--- config.mk ---
export PLATFORM = sky130hd
export DESIGN_NAME = dram_cmd_scheduler
export DESIGN_NICKNAME = d
export VERILOG_FILES = /design/src/rtl/dram_cmd_scheduler.sv
export SDC_FILE = /design/constraint.sdc
export NUM_CORES = 1
export LEC_CHECK = 0
export ABC_AREA = 1
export CAP_MARGIN = 20
export CORE_ASPECT_RATIO = 1.4
export CORE_MARGIN = 4
export CORE_UTILIZATION = 46
export CTS_CLUSTER_DIAMETER = 40
export DETAILED_ROUTE_END_ITERATION = 12
export PLACE_DENSITY = 0.88
export RECOVER_POWER = 50
export SETUP_SLACK_MARGIN = 0.15
export SYNTH_ARGS = -nofsm -noshare
export SYNTH_HDL_FRONTEND = slang
export SYNTH_SLANG_ARGS = --single-unit
--- constraint.sdc ---
create_clock -name clk -period 5.3 [get_ports clk]
set_input_delay 1.325 -clock clk [delete_from_list [all_inputs] [get_ports clk]]
set_output_delay 1.325 -clock clk [all_outputs]
set_load 0.1 [all_outputs]
--- src/rtl/dram_cmd_scheduler.sv ---
// Inter-bank DRAM command scheduler: arbitrates bank-controller requests under
// tRRD/tCCD/tWTR/tRTW and drives a registered DFI command bus.
module dram_cmd_scheduler #(
    parameter int NUM_BANKS  = 4,
    parameter int BA_WIDTH   = 2,
    parameter int RA_WIDTH   = 14,
    parameter int CA_WIDTH   = 10,
    parameter int ADDR_WIDTH = 14,
    parameter int CS_WIDTH   = 1,
    parameter int T_WIDTH    = 4
) (
    input  logic                          clk,
    input  logic                          rst_n,
    input  logic [NUM_BANKS-1:0]          act_req,
    input  logic [NUM_BANKS-1:0]          rd_req,
    input  logic [NUM_BANKS-1:0]          wr_req,
    input  logic [NUM_BANKS-1:0]          pre_req,
    input  logic [NUM_BANKS-1:0]          ref_req,
    input  logic [NUM_BANKS*RA_WIDTH-1:0] ra,
    input  logic [NUM_BANKS*CA_WIDTH-1:0] ca,
    output logic [NUM_BANKS-1:0]          act_gnt,
    output logic [NUM_BANKS-1:0]          rd_gnt,
    output logic [NUM_BANKS-1:0]          wr_gnt,
    output logic [NUM_BANKS-1:0]          pre_gnt,
    output logic [NUM_BANKS-1:0]          ref_gnt,
    input  logic [T_WIDTH-1:0]            t_rrd,
    input  logic [T_WIDTH-1:0]            t_ccd,
    input  logic [T_WIDTH-1:0]            t_wtr,
    input  logic [T_WIDTH-1:0]            t_rtw,
    output logic                          dfi_cke,
    output logic [CS_WIDTH-1:0]           dfi_cs_n,
    output logic                          dfi_ras_n,
    output logic                          dfi_cas_n,
    output logic                          dfi_we_n,
    output logic [BA_WIDTH-1:0]           dfi_ba,
    output logic [ADDR_WIDTH-1:0]         dfi_addr,
    output logic                          dfi_odt
);

    typedef enum logic [2:0] {
        CMD_NOP, CMD_ACT, CMD_RD, CMD_WR, CMD_PRE, CMD_REF
    } cmd_e;

    function automatic logic [T_WIDTH-1:0] sat_dec(input logic [T_WIDTH-1:0] v);
        return (v == '0) ? '0 : v - T_WIDTH'(1);
    endfunction

    // Returns {found, bank}: first candidate at or after ptr, wrapping.
    function automatic logic [BA_WIDTH:0] rr_pick(
        input logic [NUM_BANKS-1:0] cand,
        input logic [BA_WIDTH-1:0]  ptr
    );
        logic [BA_WIDTH:0]   res;
        logic [BA_WIDTH-1:0] idx;
        res = '0;
        for (int i = NUM_BANKS - 1; i >= 0; i--) begin
            idx = ptr + BA_WIDTH'(i);
            if (cand[idx]) res = {1'b1, idx};
        end
        return res;
    endfunction

    logic [T_WIDTH-1:0]    rrd_q, rrd_d, ccd_q, ccd_d;
    logic [T_WIDTH-1:0]    wtr_q, wtr_d, rtw_q, rtw_d;
    logic [BA_WIDTH-1:0]   rr_q, rr_d;
    logic                  cke_q;
    logic [CS_WIDTH-1:0]   cs_n_q, cs_n_d;
    logic                  ras_n_q, ras_n_d, cas_n_q, cas_n_d;
    logic                  we_n_q, we_n_d, odt_q, odt_d;
    logic [BA_WIDTH-1:0]   ba_q, ba_d;
    logic [ADDR_WIDTH-1:0] addr_q, addr_d;

    logic [NUM_BANKS-1:0]  rd_e, wr_e, act_e, pre_e;
    logic [NUM_BANKS-1:0]  col_cand, act_cand, onehot;
    logic [BA_WIDTH:0]     col_pick, act_pick, pre_pick;
    logic                  rd_ok, wr_ok, act_ok;
    logic [BA_WIDTH-1:0]   sel;
    logic [ADDR_WIDTH-1:0] ra_x, ca_x;
    cmd_e                  cmd;

    // A bank raising several requests at once resolves as rd > wr > act > pre.
    assign rd_e  = rd_req;
    assign wr_e  = wr_req & ~rd_req;
    assign act_e = act_req & ~rd_req & ~wr_req;
    assign pre_e = pre_req & ~rd_req & ~wr_req & ~act_req;

    assign rd_ok  = (ccd_q == '0) && (wtr_q == '0);
    assign wr_ok  = (ccd_q == '0) && (rtw_q == '0);
    assign act_ok = (rrd_q == '0);

    assign col_cand = (rd_e & {NUM_BANKS{rd_ok}}) | (wr_e & {NUM_BANKS{wr_ok}});
    assign act_cand = act_e & {NUM_BANKS{act_ok}};

    assign col_pick = rr_pick(col_cand, rr_q);
    assign act_pick = rr_pick(act_cand, rr_q);
    assign pre_pick = rr_pick(pre_e, rr_q);

    always_comb begin
        cmd = CMD_NOP;
        sel = '0;
        if (!rst_n) begin
            cmd = CMD_NOP;
        end else if (&ref_req) begin
            cmd = CMD_REF;
        end else if (col_pick[BA_WIDTH]) begin
            sel = col_pick[BA_WIDTH-1:0];
            cmd = (rd_e[sel] && rd_ok) ? CMD_RD : CMD_WR;
        end else if (act_pick[BA_WIDTH]) begin
            sel = act_pick[BA_WIDTH-1:0];
            cmd = CMD_ACT;
        end else if (pre_pick[BA_WIDTH]) begin
            sel = pre_pick[BA_WIDTH-1:0];
            cmd = CMD_PRE;
        end
    end

    assign onehot  = {{(NUM_BANKS-1){1'b0}}, 1'b1} << sel;
    assign act_gnt = (cmd == CMD_ACT) ? onehot : '0;
    assign rd_gnt  = (cmd == CMD_RD)  ? onehot : '0;
    assign wr_gnt  = (cmd == CMD_WR)  ? onehot : '0;
    assign pre_gnt = (cmd == CMD_PRE) ? onehot : '0;
    assign ref_gnt = {NUM_BANKS{cmd == CMD_REF}};

    always_comb begin
        rrd_d = (cmd == CMD_ACT) ? sat_dec(t_rrd) : sat_dec(rrd_q);
        ccd_d = (cmd == CMD_RD || cmd == CMD_WR) ? sat_dec(t_ccd) : sat_dec(ccd_q);
        wtr_d = (cmd == CMD_WR) ? sat_dec(t_wtr) : sat_dec(wtr_q);
        rtw_d = (cmd == CMD_RD) ? sat_dec(t_rtw) : sat_dec(rtw_q);
        rr_d  = (cmd == CMD_NOP || cmd == CMD_REF) ? rr_q : sel + BA_WIDTH'(1);
    end

    always_comb begin
        ra_x     = ADDR_WIDTH'(ra[int'(sel)*RA_WIDTH +: RA_WIDTH]);
        ca_x     = ADDR_WIDTH'(ca[int'(sel)*CA_WIDTH +: CA_WIDTH]);
        ca_x[10] = 1'b0;
        cs_n_d   = '1;
        ras_n_d  = 1'b1;
        cas_n_d  = 1'b1;
        we_n_d   = 1'b1;
        ba_d     = '0;
        addr_d   = '0;
        odt_d    = 1'b0;
        unique case (cmd)
            CMD_ACT: begin
                cs_n_d = '0; ras_n_d = 1'b0; ba_d = sel; addr_d = ra_x;
            end
            CMD_RD: begin
                cs_n_d = '0; cas_n_d = 1'b0; ba_d = sel; addr_d = ca_x;
            end
            CMD_WR: begin
                cs_n_d = '0; cas_n_d = 1'b0; we_n_d = 1'b0;
                ba_d = sel; addr_d = ca_x; odt_d = 1'b1;
            end
            CMD_PRE: begin
                cs_n_d = '0; ras_n_d = 1'b0; we_n_d = 1'b0; ba_d = sel;
            end
            CMD_REF: begin
                cs_n_d = '0; ras_n_d = 1'b0; cas_n_d = 1'b0;
            end
            default: begin
                cs_n_d = '1;
            end
        endcase
    end

    always_ff @(posedge clk or negedge rst_n) begin
        if (!rst_n) begin
            rrd_q   <= '0;
            ccd_q   <= '0;
            wtr_q   <= '0;
            rtw_q   <= '0;
            rr_q    <= '0;
            cke_q   <= 1'b0;
            cs_n_q  <= '1;
            ras_n_q <= 1'b1;
            cas_n_q <= 1'b1;
            we_n_q  <= 1'b1;
            ba_q    <= '0;
            addr_q  <= '0;
            odt_q   <= 1'b0;
        end else begin
            rrd_q   <= rrd_d;
            ccd_q   <= ccd_d;
            wtr_q   <= wtr_d;
            rtw_q   <= rtw_d;
            rr_q    <= rr_d;
            cke_q   <= 1'b1;
            cs_n_q  <= cs_n_d;
            ras_n_q <= ras_n_d;
            cas_n_q <= cas_n_d;
            we_n_q  <= we_n_d;
            ba_q    <= ba_d;
            addr_q  <= addr_d;
            odt_q   <= odt_d;
        end
    end

    assign dfi_cke   = cke_q;
    assign dfi_cs_n  = cs_n_q;
    assign dfi_ras_n = ras_n_q;
    assign dfi_cas_n = cas_n_q;
    assign dfi_we_n  = we_n_q;
    assign dfi_ba    = ba_q;
    assign dfi_addr  = addr_q;
    assign dfi_odt   = odt_q;

endmodule

==> key figures <==
Final layout
  • Design area: 0.006355 sq mm
  • # fillers: 549
  • ANT cells: 0
  • Layout Nets: 912
  • Finished Layout Cells: 877
  • FF+latch area: 0.001006 sq mm
  • Area added between synthesis and finish: 66.85%
  • Layout cells sized above 1: 22.06%
  • Multi-input gate area: 0.002557 sq mm

Global routing
  • Number of global-route vias before repair: 4711
  • Initial antenna violation count: 0
  • First-pass GRT wire length: 21090 microns
  • Pin count of the biggest net entering global routing: 82
  • GRT overflow: 0
  • GRT Resource Usage Total: 26.48%

Yosys
  • Synth Cell Area: 0.003809 sq mm
  • Syn nets: 736
  • Post-synth top flop: dfrtp_1
  • Syn avg cell area: 6.369 sq um
  • Most common cell in the netlist: nand2_1
  • Number of flops mapped to enable cells by yosys: 0
  • Netlist cell types: 40
  • Top cells by area, synth: dfrtp_1, nand2_1, inv_1
  • Ys Warns: 0
  • Asr flop ratio synth: 100.0%
  • Post-synth top area share: 23.65%
  • Number of synthesized register bits: 40
  • Post-synthesis cell count: 598
  • Post-synthesis sequential area ratio: 26.41%
  • Most frequent cells after synthesis: nand2_1, inv_1, nor2_1
  • Cell taking the most area after synthesis: dfrtp_1

Timing
  • Highest clock rate: 0.1975 GHz
  • Unrepaired setup endpoints after global routing: yes
  • Clock Skews: 0.003291 ns
  • Slew @ Worst Pin: 1.047 ns
  • Fin crit share: 95.53%
  • Slew HR: 29.97%
  • Final worst slack: 0.2367 ns
  • Max Slew Vio Count: 0
  • Final min period: 5.063 ns
  • Fin. Hold Viols: 0
  • Setup violations, final: 0

Clock network
  • Clock buffer depth: 2
  • TritonCTS Buffers: 5
  • CTS tree: built
  • Clock insertion delay at the later pin of the skew report: 0.28 ns
  • Clock sink total: 40
  • CTS hold repair buffers: 0
  • Root buffer cell: clkbuf_16
  • Clock-pin slew on the worst setup and hold paths: 0.06 ns
  • Htree depth: 2

Critical path
  • Most common cell on crit path: inv_1
  • Crit path kind: input pin to output pin
  • Worst r2r src: rr_q[0]
  • CP arrival: 3.74 ns
  • Critical Path Fanout Max: 10
  • Critical path's top delay family: buffers and inverters
  • Worst Setup SP: ref_req[3]
  • CP cell instances: dlygate4sd3_1 > nand4_1 > inv_1 > nor2_1 > inv_1 > nor2_1 > inv_1 > nor2_4 > inv_2 > nor2_2 > buf_12
  • Worst path max stage delay: 0.53 ns
  • Startpoint Class: input pin
  • Bufs and invs on worst path: 6
  • Cell at the slowest stage of the critical path: dlygate4sd3_1
  • Data required, critical path: 3.97 ns
  • CP Capture Type: output pin

Worst hold path
  • Hold path start: rrd_q[3]
  • Worst Hold Class: flop to flop

Die
  • Chip width: 84.90 microns
  • I/O Pins: 176
  • Die height: 115.7 microns
  • Site row count: 39
  • Total die area: 0.009820 sq mm
  • Core region area: 0.008100 sq mm
  • Initial core utilization: 47.02%

Power
  • Net Sw Frac: 58.73%
  • Flop pwr share: 14.8%
  • Pleak: 3.108 nW
  • Maximum vdd ir drop: 0.3528 mV
  • Overall power: 3.823 mW
  • Comb pwr share: 76.3%
  • Switch Pwr: 2.245 mW
  • Clk pwr share: 8.9%
  • Pwr Density: 601.6 mW/mm^2
  • Internal power: 1.578 mW

Placed design
  • Placed insts: 858
  • Dpl hpwl: 10470 microns
  • Post-DP Area: 0.005779 sq mm
  • Gp weighted congestion: 0.9319
  • IO buf count: 175
  • Setup WS pre-CTS: 0.03613 ns

Detailed routing
  • Routed WL per cell: 16.57 microns
  • DR vias: 4777
  • Final ANT Viol Nets: 0
  • Total wire length: 14540 microns
  • # DRC: 0
  • DR vias/cell: 5.447
  • 1st-iter DRT viols: 398
  • TritonRoute pass-1 iters: 5

Run
  • Max_cap viols: 0

Status
  • Status: completed
path summary, 6_finish.rpt:
check | endpoint | slack, ns | depth (start not counted)
worst max-delay path | rd_gnt[0] | 0.24 | 11
worst min-delay path | rrd_q[3] | 0.51 | 2
worst max register to register | dfi_addr[1] | 1.30 | 20
min in group asynchronous | dfi_addr[2] | 1.18 | 2
max in group asynchronous | dfi_ras_n | 3.73 | 2
worst min register to register | rrd_q[3] | 0.51 | 2
state kept, by name, indices dropped and copies added, names as in the netlist:
register,flops
dfi_addr,14
dfi_ras_n,1
dfi_cas_n,1
dfi_we_n,1
rr_q,2
rtw_q,4
dfi_ba,2
wtr_q,4
dfi_cs_n,1
dfi_odt,1
ccd_q,4
dfi_cke,1
rrd_q,4
through the flow:
stage / TNS [ns] / util [%] / hold slack, ns
after floorplan: -2.416 / - / 0.4628
after global placement: 0 / 71.35 / 0.4769
after detailed placement: 0 / 71.35 / 0.4989
after CTS: 0 / 74.22 / 0.5114
after global routing: 0 / 78.45 / 0.5437
final: 0 / 78.45 / 0.5144
cells in the final DEF, fill, tap and decap left out, drive strengths merged, types with 4 or more instances in the layout:
cell type | Yosys | layout
a21oi | 35 | 35
buf | 25 | 40
clkbuf | 1 | 7
clkdlybuf4s50 | 0 | 130
dfrtp | 36 | 36
dfstp | 4 | 4
dlygate4sd3 | 0 | 16
dlymetal6s2s | 0 | 7
ha | 4 | 4
inv | 99 | 99
nand2 | 167 | 167
nand3 | 47 | 47
nand3b | 5 | 5
nand4 | 5 | 5
nor2 | 64 | 64
nor3 | 5 | 5
o211ai | 29 | 29
o21ai | 54 | 54
or2 | 9 | 9
power groups by stage:
stage / logic [mW] / registers (mW) / clock network (mW)
6_report: 2.92 / 0.564 / 0.342
4_1_cts: 2.65 / 0.560 / 0.342
2_1_floorplan: 1.53 / 1.00 / 0
3_5_place_dp: 2.58 / 0.561 / 0
3_3_place_gp: 2.52 / 0.551 / 0
5_1_grt: 3.12 / 0.580 / 0.357
final cells by class:
type	instances	area share (%)
clock buffers	6	2.028
clock inverters	2	0.5513
inverters	99	6.044
multi-input cells	433	40.24
flip-flops and latches	40	15.83
well taps	102	2.008
repair buffers	195	33.29
worst reg2reg max path: stages, from the launching register on:
cell and delay [ns]:
dfrtp_1 0.95, inv_2 0.33, nand2_1 0.16, nand2_2 0.12, inv_1 0.17, nand3_2 0.10
nand2_2 0.09, inv_2 0.05, nand2_4 0.07, nand2_2 0.07, nand2_4 0.10, buf_4 0.14
nand3_1 0.13, nand3_4 0.18, buf_4 0.13, buf_4 0.55, a21oi_1 0.25, o21ai_1 0.13
nand2_1 0.07, nand2_1 0.07, nand2_1 0.05
kinds of logic (layout without fill, tap and decap cells):
kind of cell    after synthesis  in the layout  synth area share [%]
simple gates                302            302                 37.81
flops                        40             40                 26.41
other cells                   1              1               0.09846
compound gates              125            125                 19.09
fa+ha+maj                     4              4                 1.314
xor+xnor                      1              1                0.2300
buf+inv                     125            302                 15.05
routing by layer:
metal | wire length (microns) | track usage (%) | share of wire (%) | vias to the layer above
li1 | - | - | - | 2278
met1 | 4770 | 26.07 | 33 | 2184
met2 | 7998 | 52.90 | 55 | 252
met3 | 1131 | 5.832 | 7.8 | 63
met4 | 636 | 10.24 | 4.4 | 0
met5 | 0 | 0 | 0 | -
what timing repair did:
action | in CTS | in global routing
pin swaps | 10 | 15
setup endpoints to repair | 16 | 20
gates resized for setup | 20 | 74
buffers inserted | 1 | 10
No activity file was read; power rests on OpenSTA's default activity.
